## src/rtl/param_register_file_pkg.sv

```systemverilog
// Shared encodings and defaults for the parametrised register file.
// REGBOPX bit meanings, step encoding and the default geometry live here.
package param_register_file_pkg;

    localparam int DEFAULT_WIDTH = 16;
    localparam int DEFAULT_NREGS = 16;

    localparam int INCDEC_EN_BIT = 0;
    localparam int INCDEC_UP_BIT = 1;

    typedef enum logic {
        STEP_ONE = 1'b0,
        STEP_TWO = 1'b1
    } step_e;

    function automatic logic [1:0] step_amount(input logic sel);
        logic [1:0] amt;
        amt = 2'd1;
        case (step_e'(sel))
            STEP_ONE: amt = 2'd1;
            STEP_TWO: amt = 2'd2;
            default:  amt = 2'd1;
        endcase
        return amt;
    endfunction

endpackage

```

## src/rtl/param_register_file_if.sv

```systemverilog
// Decoder-to-register-file bus: control fields in, read ports and wrap flag out.
// No handshake: controls are sampled on every enabled rising edge, reads are combinational.
interface param_register_file_if #(
    parameter int WIDTH = 16,
    parameter int NREGS = 16
);
    localparam int AW = $clog2(NREGS);

    logic             EN;
    logic [WIDTH-1:0] DIN;
    logic [AW-1:0]    REGAX;
    logic [AW-1:0]    REGBX;
    logic             REGAOPX;
    logic [1:0]       REGBOPX;
    logic             REGBSTEPX;
    logic             PC_HOLDX;
    logic [WIDTH-1:0] DOUT_A;
    logic [WIDTH-1:0] DOUT_B;
    logic [WIDTH-1:0] DOUT_PC;
    logic             WRAPX;

    modport master (
        output EN, DIN, REGAX, REGBX, REGAOPX, REGBOPX, REGBSTEPX, PC_HOLDX,
        input  DOUT_A, DOUT_B, DOUT_PC, WRAPX
    );

    modport slave (
        input  EN, DIN, REGAX, REGBX, REGAOPX, REGBOPX, REGBSTEPX, PC_HOLDX,
        output DOUT_A, DOUT_B, DOUT_PC, WRAPX
    );

endinterface

```

## src/rtl/param_register_file_reg_cell.sv

```systemverilog
// One register of the file: load > inc/dec > auto-increment > hold.
// The wrap output flags a carry/borrow from an inc/dec that was not overridden by a load.
module param_register_file_reg_cell
    import param_register_file_pkg::*;
#(
    parameter int               WIDTH     = 16,
    parameter int               PC_STEP   = 1,
    parameter logic [WIDTH-1:0] RESET_VAL = '0
) (
    input  logic             clk,
    input  logic             rst,
    input  logic             en,
    input  logic             load,
    input  logic [WIDTH-1:0] din,
    input  logic             incdec,
    input  logic             up,
    input  logic             step_sel,
    input  logic             auto_inc,
    output logic [WIDTH-1:0] q,
    output logic             wrap
);

    logic [WIDTH:0] step_ext;
    logic [WIDTH:0] ext_res;

    // One extra bit captures carry on increment and borrow on decrement.
    assign step_ext = (WIDTH+1)'(step_amount(step_sel));
    assign ext_res  = up ? ({1'b0, q} + step_ext) : ({1'b0, q} - step_ext);
    assign wrap     = incdec & ~load & ext_res[WIDTH];

    always_ff @(posedge clk) begin
        if (rst) begin
            q <= RESET_VAL;
        end else if (en) begin
            if (load) begin
                q <= din;
            end else if (incdec) begin
                q <= ext_res[WIDTH-1:0];
            end else if (auto_inc) begin
                q <= q + WIDTH'(PC_STEP);
            end
        end
    end

endmodule

```

## src/rtl/param_register_file.sv

```systemverilog
// NREGS x WIDTH register file with load port A, inc/dec port B and an auto-advancing PC.
// Decodes addresses into per-cell enables, muxes the read ports and registers WRAPX.
module param_register_file
    import param_register_file_pkg::*;
#(
    parameter int WIDTH    = DEFAULT_WIDTH,
    parameter int NREGS    = DEFAULT_NREGS,
    parameter int PC_INDEX = NREGS - 1,
    parameter int PC_STEP  = 1,
    parameter int RESET_PC = 0
) (
    input logic                CLK,
    input logic                RESET,
    param_register_file_if.slave bus
);

    localparam int AW = $clog2(NREGS);

    logic [WIDTH-1:0] regs [NREGS];
    logic [NREGS-1:0] wraps;

    for (genvar i = 0; i < NREGS; i++) begin : g_cell
        localparam logic [WIDTH-1:0] CELL_RESET = (i == PC_INDEX) ? WIDTH'(RESET_PC) : '0;
        localparam bit               IS_PC      = (i == PC_INDEX);

        logic load_sel;
        logic incdec_sel;
        logic auto_sel;

        assign load_sel   = bus.REGAOPX && (bus.REGAX == AW'(i));
        assign incdec_sel = bus.REGBOPX[INCDEC_EN_BIT] && (bus.REGBX == AW'(i));
        assign auto_sel   = IS_PC && !bus.PC_HOLDX;

        param_register_file_reg_cell #(
            .WIDTH    (WIDTH),
            .PC_STEP  (PC_STEP),
            .RESET_VAL(CELL_RESET)
        ) u_cell (
            .clk     (CLK),
            .rst     (RESET),
            .en      (bus.EN),
            .load    (load_sel),
            .din     (bus.DIN),
            .incdec  (incdec_sel),
            .up      (bus.REGBOPX[INCDEC_UP_BIT]),
            .step_sel(bus.REGBSTEPX),
            .auto_inc(auto_sel),
            .q       (regs[i]),
            .wrap    (wraps[i])
        );
    end

    assign bus.DOUT_A  = regs[bus.REGAX];
    assign bus.DOUT_B  = regs[bus.REGBX];
    assign bus.DOUT_PC = regs[PC_INDEX];

    // At most one cell can be the inc/dec target, so OR-reducing is exact.
    always_ff @(posedge CLK) begin
        if (RESET) begin
            bus.WRAPX <= 1'b0;
        end else if (bus.EN) begin
            bus.WRAPX <= |wraps;
        end
    end

endmodule

```

## src/flat_wrapper.sv

```systemverilog
// flat-port wrapper written by rule: the top's interface ports become plain ports
module param_register_file_flat import param_register_file_pkg::*;
#(
    parameter int WIDTH    = DEFAULT_WIDTH,
    parameter int NREGS    = DEFAULT_NREGS,
    parameter int PC_INDEX = NREGS - 1,
    parameter int PC_STEP  = 1,
    parameter int RESET_PC = 0
)
  (CLK, RESET, bus_EN, bus_DIN, bus_REGAX, bus_REGBX, bus_REGAOPX, bus_REGBOPX, bus_REGBSTEPX, bus_PC_HOLDX, bus_DOUT_A, bus_DOUT_B, bus_DOUT_PC, bus_WRAPX);
  param_register_file_if #(.WIDTH(WIDTH), .NREGS(NREGS)) bus_i ();
  input logic CLK;
  input logic RESET;
  input wire logic [$bits(bus_i.EN)-1:0] bus_EN;
  input wire logic [$bits(bus_i.DIN)-1:0] bus_DIN;
  input wire logic [$bits(bus_i.REGAX)-1:0] bus_REGAX;
  input wire logic [$bits(bus_i.REGBX)-1:0] bus_REGBX;
  input wire logic [$bits(bus_i.REGAOPX)-1:0] bus_REGAOPX;
  input wire logic [$bits(bus_i.REGBOPX)-1:0] bus_REGBOPX;
  input wire logic [$bits(bus_i.REGBSTEPX)-1:0] bus_REGBSTEPX;
  input wire logic [$bits(bus_i.PC_HOLDX)-1:0] bus_PC_HOLDX;
  output wire logic [$bits(bus_i.DOUT_A)-1:0] bus_DOUT_A;
  output wire logic [$bits(bus_i.DOUT_B)-1:0] bus_DOUT_B;
  output wire logic [$bits(bus_i.DOUT_PC)-1:0] bus_DOUT_PC;
  output wire logic [$bits(bus_i.WRAPX)-1:0] bus_WRAPX;
  assign bus_i.EN = bus_EN;
  assign bus_i.DIN = bus_DIN;
  assign bus_i.REGAX = bus_REGAX;
  assign bus_i.REGBX = bus_REGBX;
  assign bus_i.REGAOPX = bus_REGAOPX;
  assign bus_i.REGBOPX = bus_REGBOPX;
  assign bus_i.REGBSTEPX = bus_REGBSTEPX;
  assign bus_i.PC_HOLDX = bus_PC_HOLDX;
  assign bus_DOUT_A = bus_i.DOUT_A;
  assign bus_DOUT_B = bus_i.DOUT_B;
  assign bus_DOUT_PC = bus_i.DOUT_PC;
  assign bus_WRAPX = bus_i.WRAPX;
  param_register_file #(.WIDTH(WIDTH), .NREGS(NREGS), .PC_INDEX(PC_INDEX), .PC_STEP(PC_STEP), .RESET_PC(RESET_PC)) u_core (.CLK(CLK), .RESET(RESET), .bus(bus_i));
endmodule
```

## config.mk

```make
export PLATFORM = sky130hd
export DESIGN_NAME = param_register_file_flat
export DESIGN_NICKNAME = d
export VERILOG_FILES = /design/src/rtl/param_register_file_pkg.sv /design/src/rtl/param_register_file_if.sv /design/src/rtl/param_register_file_reg_cell.sv /design/src/rtl/param_register_file.sv /design/src/flat_wrapper.sv
export SDC_FILE = /design/constraint.sdc
export NUM_CORES = 2
export LEC_CHECK = 0
export CAP_MARGIN = 20
export CORE_MARGIN = 5
export CORE_UTILIZATION = 35
export CTS_CLUSTER_DIAMETER = 80
export DETAILED_ROUTE_END_ITERATION = 6
export SLEW_MARGIN = 20
export SYNTH_ARGS = -nofsm -noshare
export SYNTH_HDL_FRONTEND = slang
export SYNTH_HIERARCHICAL = 1
export SYNTH_SLANG_ARGS = --single-unit
```

## constraint.sdc

```tcl
create_clock -name CLK -period 8 [get_ports CLK]
set_input_delay 2.4 -clock CLK [delete_from_list [all_inputs] [get_ports CLK]]
set_output_delay 2.4 -clock CLK [all_outputs]
set_load 0.005 [all_outputs]
```

* Word level (Yosys, flattened, before mapping)
Cells that the tools add are included.
** Operators by class
- Add/sub/neg operators :: 33
- Order comparisons :: 2
- Equal/unequal tests :: 31
- Multiplexer cells :: 56
- Bitwise logic cells :: 51
- Reductions and logical operators :: 66
** Operator list (number)
- 16-bit two-way mux :: 37
- 16-bit by 2-bit adder with 17-bit output :: 16
- 17-bit two-way mux :: 16
- 16-bit by 2-bit subtractor with 17-bit output :: 16
- 16-bit binary-select mux with 4-bit select :: 2
- 4-bit == test, second input constant :: 16
- 1-bit AND :: 32
- 4-bit by 3-bit == test with 1-bit output, second input constant :: 8
- 1-bit logical AND :: 32
- 2-bit AND reduction :: 16
- 2-bit nonzero test :: 15
- 1-bit inverter :: 17
- 16-bit by 1-bit adder with 16-bit output, second input constant :: 1
- 4-bit by 2-bit == test with 1-bit output, second input constant :: 4
- 16-bit OR reduction :: 1
- 5-bit greater-or-equal comparator, second input constant :: 2
- 4-bit inverter with 5-bit output :: 2
- 4-bit by 1-bit == test with 1-bit output, second input constant :: 2
- 4-bit zero test :: 2
- 2-bit one-hot mux with 2 select lines :: 1
- 3-bit by 1-bit != test with 1-bit output, second input constant :: 1
** Storage, ports and cells
- Bits in registers :: 257
- Input bits :: 32
- Word-level logic and storage cells :: 256

* Depth between registers and ports, before layout
- Depth in word-level cells :: 6
- Gate-level depth with buffers :: 12

* By module
Netlist, hierarchy kept.
** By module, submodules not included
- param_register_file_reg_cell at u_core.g_cell[0].u_cell ... :: instances 15, cells an instance 259, area each 1873.0 µm², sequential area each 320.3 µm²
- param_register_file :: instances 1, cells an instance 335, area each 4081.4 µm², sequential area each 20.0 µm²
- param_register_file_reg_cell at u_core.g_cell[13].u_cell :: instances 1, cells an instance 263, area each 1940.6 µm², sequential area each 320.3 µm²

* Worst setup path after synthesis
OpenSTA, ideal clock, no wires.
- Path type :: input-to-output
- From :: in bus_REGAX[0]
- To :: out bus_DOUT_A[10]
- Arrival time :: 3.542 ns
- Required time :: 5.600 ns
- Slack :: 2.058 ns
- Stages :: 5
- Buffers on the path :: 2
- Cell sequence :: buf_2 buf_4 mux4_2 a22oi_1 nand2_1
** Between the ends
- Cells in the longest elaborated chain, start to end :: 4
** Ends and longest elaborated chain
- start, declared :: line flat_wrapper.sv:16 : input wire logic [$bits(bus_i.REGAX)-1:0] bus_REGAX;
- 4-bit inverter with 5-bit output (not written as such) :: line param_register_file.sv:53 : assign bus.DOUT_A = regs[bus.REGAX];
- 16-bit binary-select mux with 4-bit select :: line param_register_file.sv:53
- 16-bit two-way mux (not written as such) (2 in series) :: line param_register_file.sv:53
- end, declared :: line flat_wrapper.sv:22 : output wire logic [$bits(bus_i.DOUT_A)-1:0] bus_DOUT_A;
Every way passes these cells. The select of a mux whose other input is x is not followed.

* Final worst setup path
- From :: in bus_REGBX[3]
- To :: out bus_DOUT_B[3]
** Between the ends
- Cells in the longest elaborated chain, start to end :: 4
** Ends and longest elaborated chain
- start, declared :: line flat_wrapper.sv:17 : input wire logic [$bits(bus_i.REGBX)-1:0] bus_REGBX;
- 4-bit inverter with 5-bit output (not written as such) :: line param_register_file.sv:54 : assign bus.DOUT_B = regs[bus.REGBX];
- 16-bit binary-select mux with 4-bit select :: line param_register_file.sv:54
- 16-bit two-way mux (not written as such) (2 in series) :: line param_register_file.sv:54
- end, declared :: line flat_wrapper.sv:23 : output wire logic [$bits(bus_i.DOUT_B)-1:0] bus_DOUT_B;
Every way passes these cells. The select of a mux whose other input is x is not followed.

==> run_results.csv <==
group,metric,value,unit
worst_setup_path,regToRegEndpoint,"u_core/bus.WRAPX$_SDFFE_PP0P_",
power,ir_worst_vdd,0.112,mV
grt,grt.overflow.total,0,
timing,rsz0062_at_grt,"false",
timing,tightest_slew,1.24,ns
yosys,synth-seq-area-share,0.151,
worst_setup_path,endpoint_kind,"output port",
timing,fin_crit,7.37,ns
placement,dp_slack,0.748,ns
clocking,clk_path_buf_depth,3,
layout,drive_gt1_frac,0.0911,
die,die_x,322,um
placement,port_buffers,80,
grt,grt_max_degree,130,
power,combPwrFrac,0.260,
die,core_area,0.0967,mm^2
worst_setup_path,r2r-start,"u_core/g_cell[10].u_cell/q[0]$_SDFFE_PP0P_",
worst_setup_path,cp_max_fo,16,
layout,fin_nets,4799,
power,leakagePower,14.1,nW
die,fp.dieH,322,um
worst_setup_path,cp_data_arrival_time,4.97,ns
worst_setup_path,worstSetupStartpointType,"input port",
clocking,cts_sinks,257,
timing,period_share,0.921,
power,p_int,2.95,mW
yosys,synthCells,4483,
timing,worst_hold_slack,0.569,ns
timing,hold_viol,0,
clocking,post_cts_buffers,0,
yosys,syn_area_per_cell,7.61,um^2
clocking,htree_levels,2,
timing,tns,0,ns
yosys,synth_flop_cell,"dfxtp_1",
run,maxCapViolations,0,
clocking,cts_tree,"yes",
layout,final_area,0.0376,mm^2
placement,dp_hpwl,106000,um
power,p_per_area,122,mW/mm^2
grt,grt_util_all_layers,0.265,
clocking,cts-resized-gates,0,
clocking,hold_buffers,0,
clocking,ctsRootBufferMaster,"clkbuf_16",
routing,post-route-drc-count,0,
clocking,clkTransAtPathRegs,0.06,ns
yosys,synth_edf_count,0,
routing,totalWireLength,146000,um
grt,grt_pass1_vias,34000,
power,p_seq_frac,0.319,
layout,fill_cells,10000,
timing,max_freq,136,MHz
timing,max_slew_margin,0.175,
layout,area_growth,10.2,%
yosys,netlist_area,0.0341,mm^2
min_path,min_path_type,"reg2reg",
power,finalPower,4.59,mW
layout,layout_common_cells,"444 x nor2_1, 444 x nand2_1, 336 x a21oi_1, 274 x o21ai_0, 272 x ha_1",
yosys,synth-warning-count,6,
outcome,outcome,"finished, final reports clean",
yosys,yosysUniqueCellTypes,74,
placement,place_area,0.0362,mm^2
grt,grt_pass1_wl,215000,um
worst_setup_path,worstPathRequired,5.60,ns
worst_setup_path,crit_end,"bus_DOUT_B[3]",
power,swShare,0.358,
clocking,clk-insertion-delay-late,0.59,ns
timing,fin_ws,0.634,ns
routing,vias,37600,
worst_setup_path,r2r_setup_slack,3.96,ns
worst_setup_path,crit_type,"in2out",
clocking,cts_made_buffers,40,
routing,drtIter0Drc,4379,
timing,fin_skew,0.0427,ns
routing,viasPerCell,6.49,
die,row_count,114,
routing,first_pass_iters,6,
worst_setup_path,startpoint,"bus_REGBX[3]",
worst_setup_path,r2r_cells,11,
timing,setup_viol,0,
routing,wl_per_cell,25.2,um
timing,drv_slew,0,
power,switchingPower,1.65,mW
die,initial_core_util,0.353,
routing,antenna_left,0,
grt,antenna_found_initial,11,
power,clock_power_share,0.421,
yosys,async_flop_share,0,
die,die-area,0.104,mm^2
die,io_pins,81,
placement,place_congestion,1.01,
yosys,postSynthRegisterBits,257,
## routing by layer
| metal | vias up | GRT usage | wire length, um |
|---|---|---|---|
| li1 | 17200 | - | - |
| met1 | 18000 | 0.356 | 60300 |
| met2 | 1974 | 0.404 | 62000 |
| met3 | 348 | 0.0696 | 16400 |
| met4 | 2 | 0.110 | 7260 |
| met5 | - | 0 | 13 |
## synthesized netlist by cell type, drive strengths merged (21+ instances only)
| library cell | number | area share |
|---|---|---|
| a211oi | 143 | 0.034 |
| a21o | 114 | 0.025 |
| a21oi | 351 | 0.053 |
| a22oi | 80 | 0.018 |
| a2bb2oi | 31 | 0.0080 |
| a31oi | 157 | 0.029 |
| a41oi | 32 | 0.0082 |
| and3 | 65 | 0.012 |
| buf | 83 | 0.013 |
| clkbuf | 139 | 0.016 |
| dfxtp | 257 | 0.15 |
| ha | 272 | 0.10 |
| inv | 143 | 0.016 |
| mux4 | 128 | 0.084 |
| nand2 | 444 | 0.049 |
| nand3 | 183 | 0.027 |
| nand4 | 50 | 0.0092 |
| nor2 | 453 | 0.050 |
| nor2b | 21 | 0.0039 |
| nor3 | 125 | 0.018 |
| nor4 | 48 | 0.0088 |
| o211ai | 130 | 0.029 |
| o21ai | 321 | 0.052 |
| o22ai | 33 | 0.0061 |
| xnor2 | 207 | 0.053 |
| xor2 | 125 | 0.032 |
## power by group through the flow
stage / sequential (mW) / clock (mW) / combinational, mW
6_report: 1.47 / 1.93 / 1.20
5_1_grt: 1.47 / 2.01 / 1.29
4_1_cts: 1.46 / 1.96 / 1.17
3_5_place_dp: 1.49 / 0 / 1.16
3_3_place_gp: 1.49 / 0 / 1.16
2_1_floorplan: 1.41 / 0 / 0.830
## registers in the layout (all words and copies together), names as in the netlist
| register | cells |
|---|---|
| u_core/bus.WRAPX | 1 |
| u_core/g_cell.u_cell/q | 256 |
## logic make-up (layout without fill, tap and decap cells)
| logic type | count (synthesis) | count (layout) | share of synthesized area |
|---|---|---|---|
| compound gates | 1608 | 1608 | 0.318 |
| simple gates | 1470 | 1470 | 0.195 |
| buf+inv | 366 | 365 | 0.0457 |
| xor+xnor | 332 | 332 | 0.0852 |
| fa+ha+maj | 288 | 288 | 0.109 |
| flops | 257 | 257 | 0.151 |
| mux | 161 | 161 | 0.0964 |
| other cells | 1 | 33 | 0.000110 |
## layout make-up
cell class / instances / area (um^2) / share of cell area
sequential: 257 / 5140 / 0.137
clock inverter: 18 / 220 / 0.00586
antenna: 3 / 7.51 / 0.000200
inverter: 144 / 541 / 0.0144
timing repair buffer: 147 / 1310 / 0.0349
multi-input combinational: 3889 / 27600 / 0.734
clock buffer: 56 / 1190 / 0.0317
tap: 1276 / 1600 / 0.0425
## worst max-delay path: stages
cell	delay [ns]
clkdlybuf4s50_1	0.74
and2_1	0.69
a22oi_1	0.36
nand2_1	0.23
clkdlybuf4s50_1	0.54
## worst min path at each step
stage               cells past startpoint                                    endpoint  slack (ns)                                  startpoint
global route                            2  u_core/g_cell[6].u_cell/q[10]$_SDFFE_PP0P_        0.58  u_core/g_cell[6].u_cell/q[10]$_SDFFE_PP0P_
detailed placement                      2  u_core/g_cell[6].u_cell/q[10]$_SDFFE_PP0P_        0.56  u_core/g_cell[6].u_cell/q[10]$_SDFFE_PP0P_
floorplan                               2  u_core/g_cell[13].u_cell/q[9]$_SDFFE_PP0P_        0.49  u_core/g_cell[13].u_cell/q[9]$_SDFFE_PP0P_
CTS                                     2  u_core/g_cell[6].u_cell/q[10]$_SDFFE_PP0P_        0.57  u_core/g_cell[6].u_cell/q[10]$_SDFFE_PP0P_
finish                                  2  u_core/g_cell[6].u_cell/q[10]$_SDFFE_PP0P_        0.57  u_core/g_cell[6].u_cell/q[10]$_SDFFE_PP0P_
global placement                        2  u_core/g_cell[6].u_cell/q[10]$_SDFFE_PP0P_        0.55  u_core/g_cell[6].u_cell/q[10]$_SDFFE_PP0P_
## metrics by stage
stage | utilization | cells
final | 0.389 | 5790
after global routing | 0.389 | 5787
after CTS | 0.389 | 5787
after detailed placement | 0.374 | 5713
after global placement | 0.374 | 5713
after floorplan | - | 4512
(Power assumes the default switching activity.)
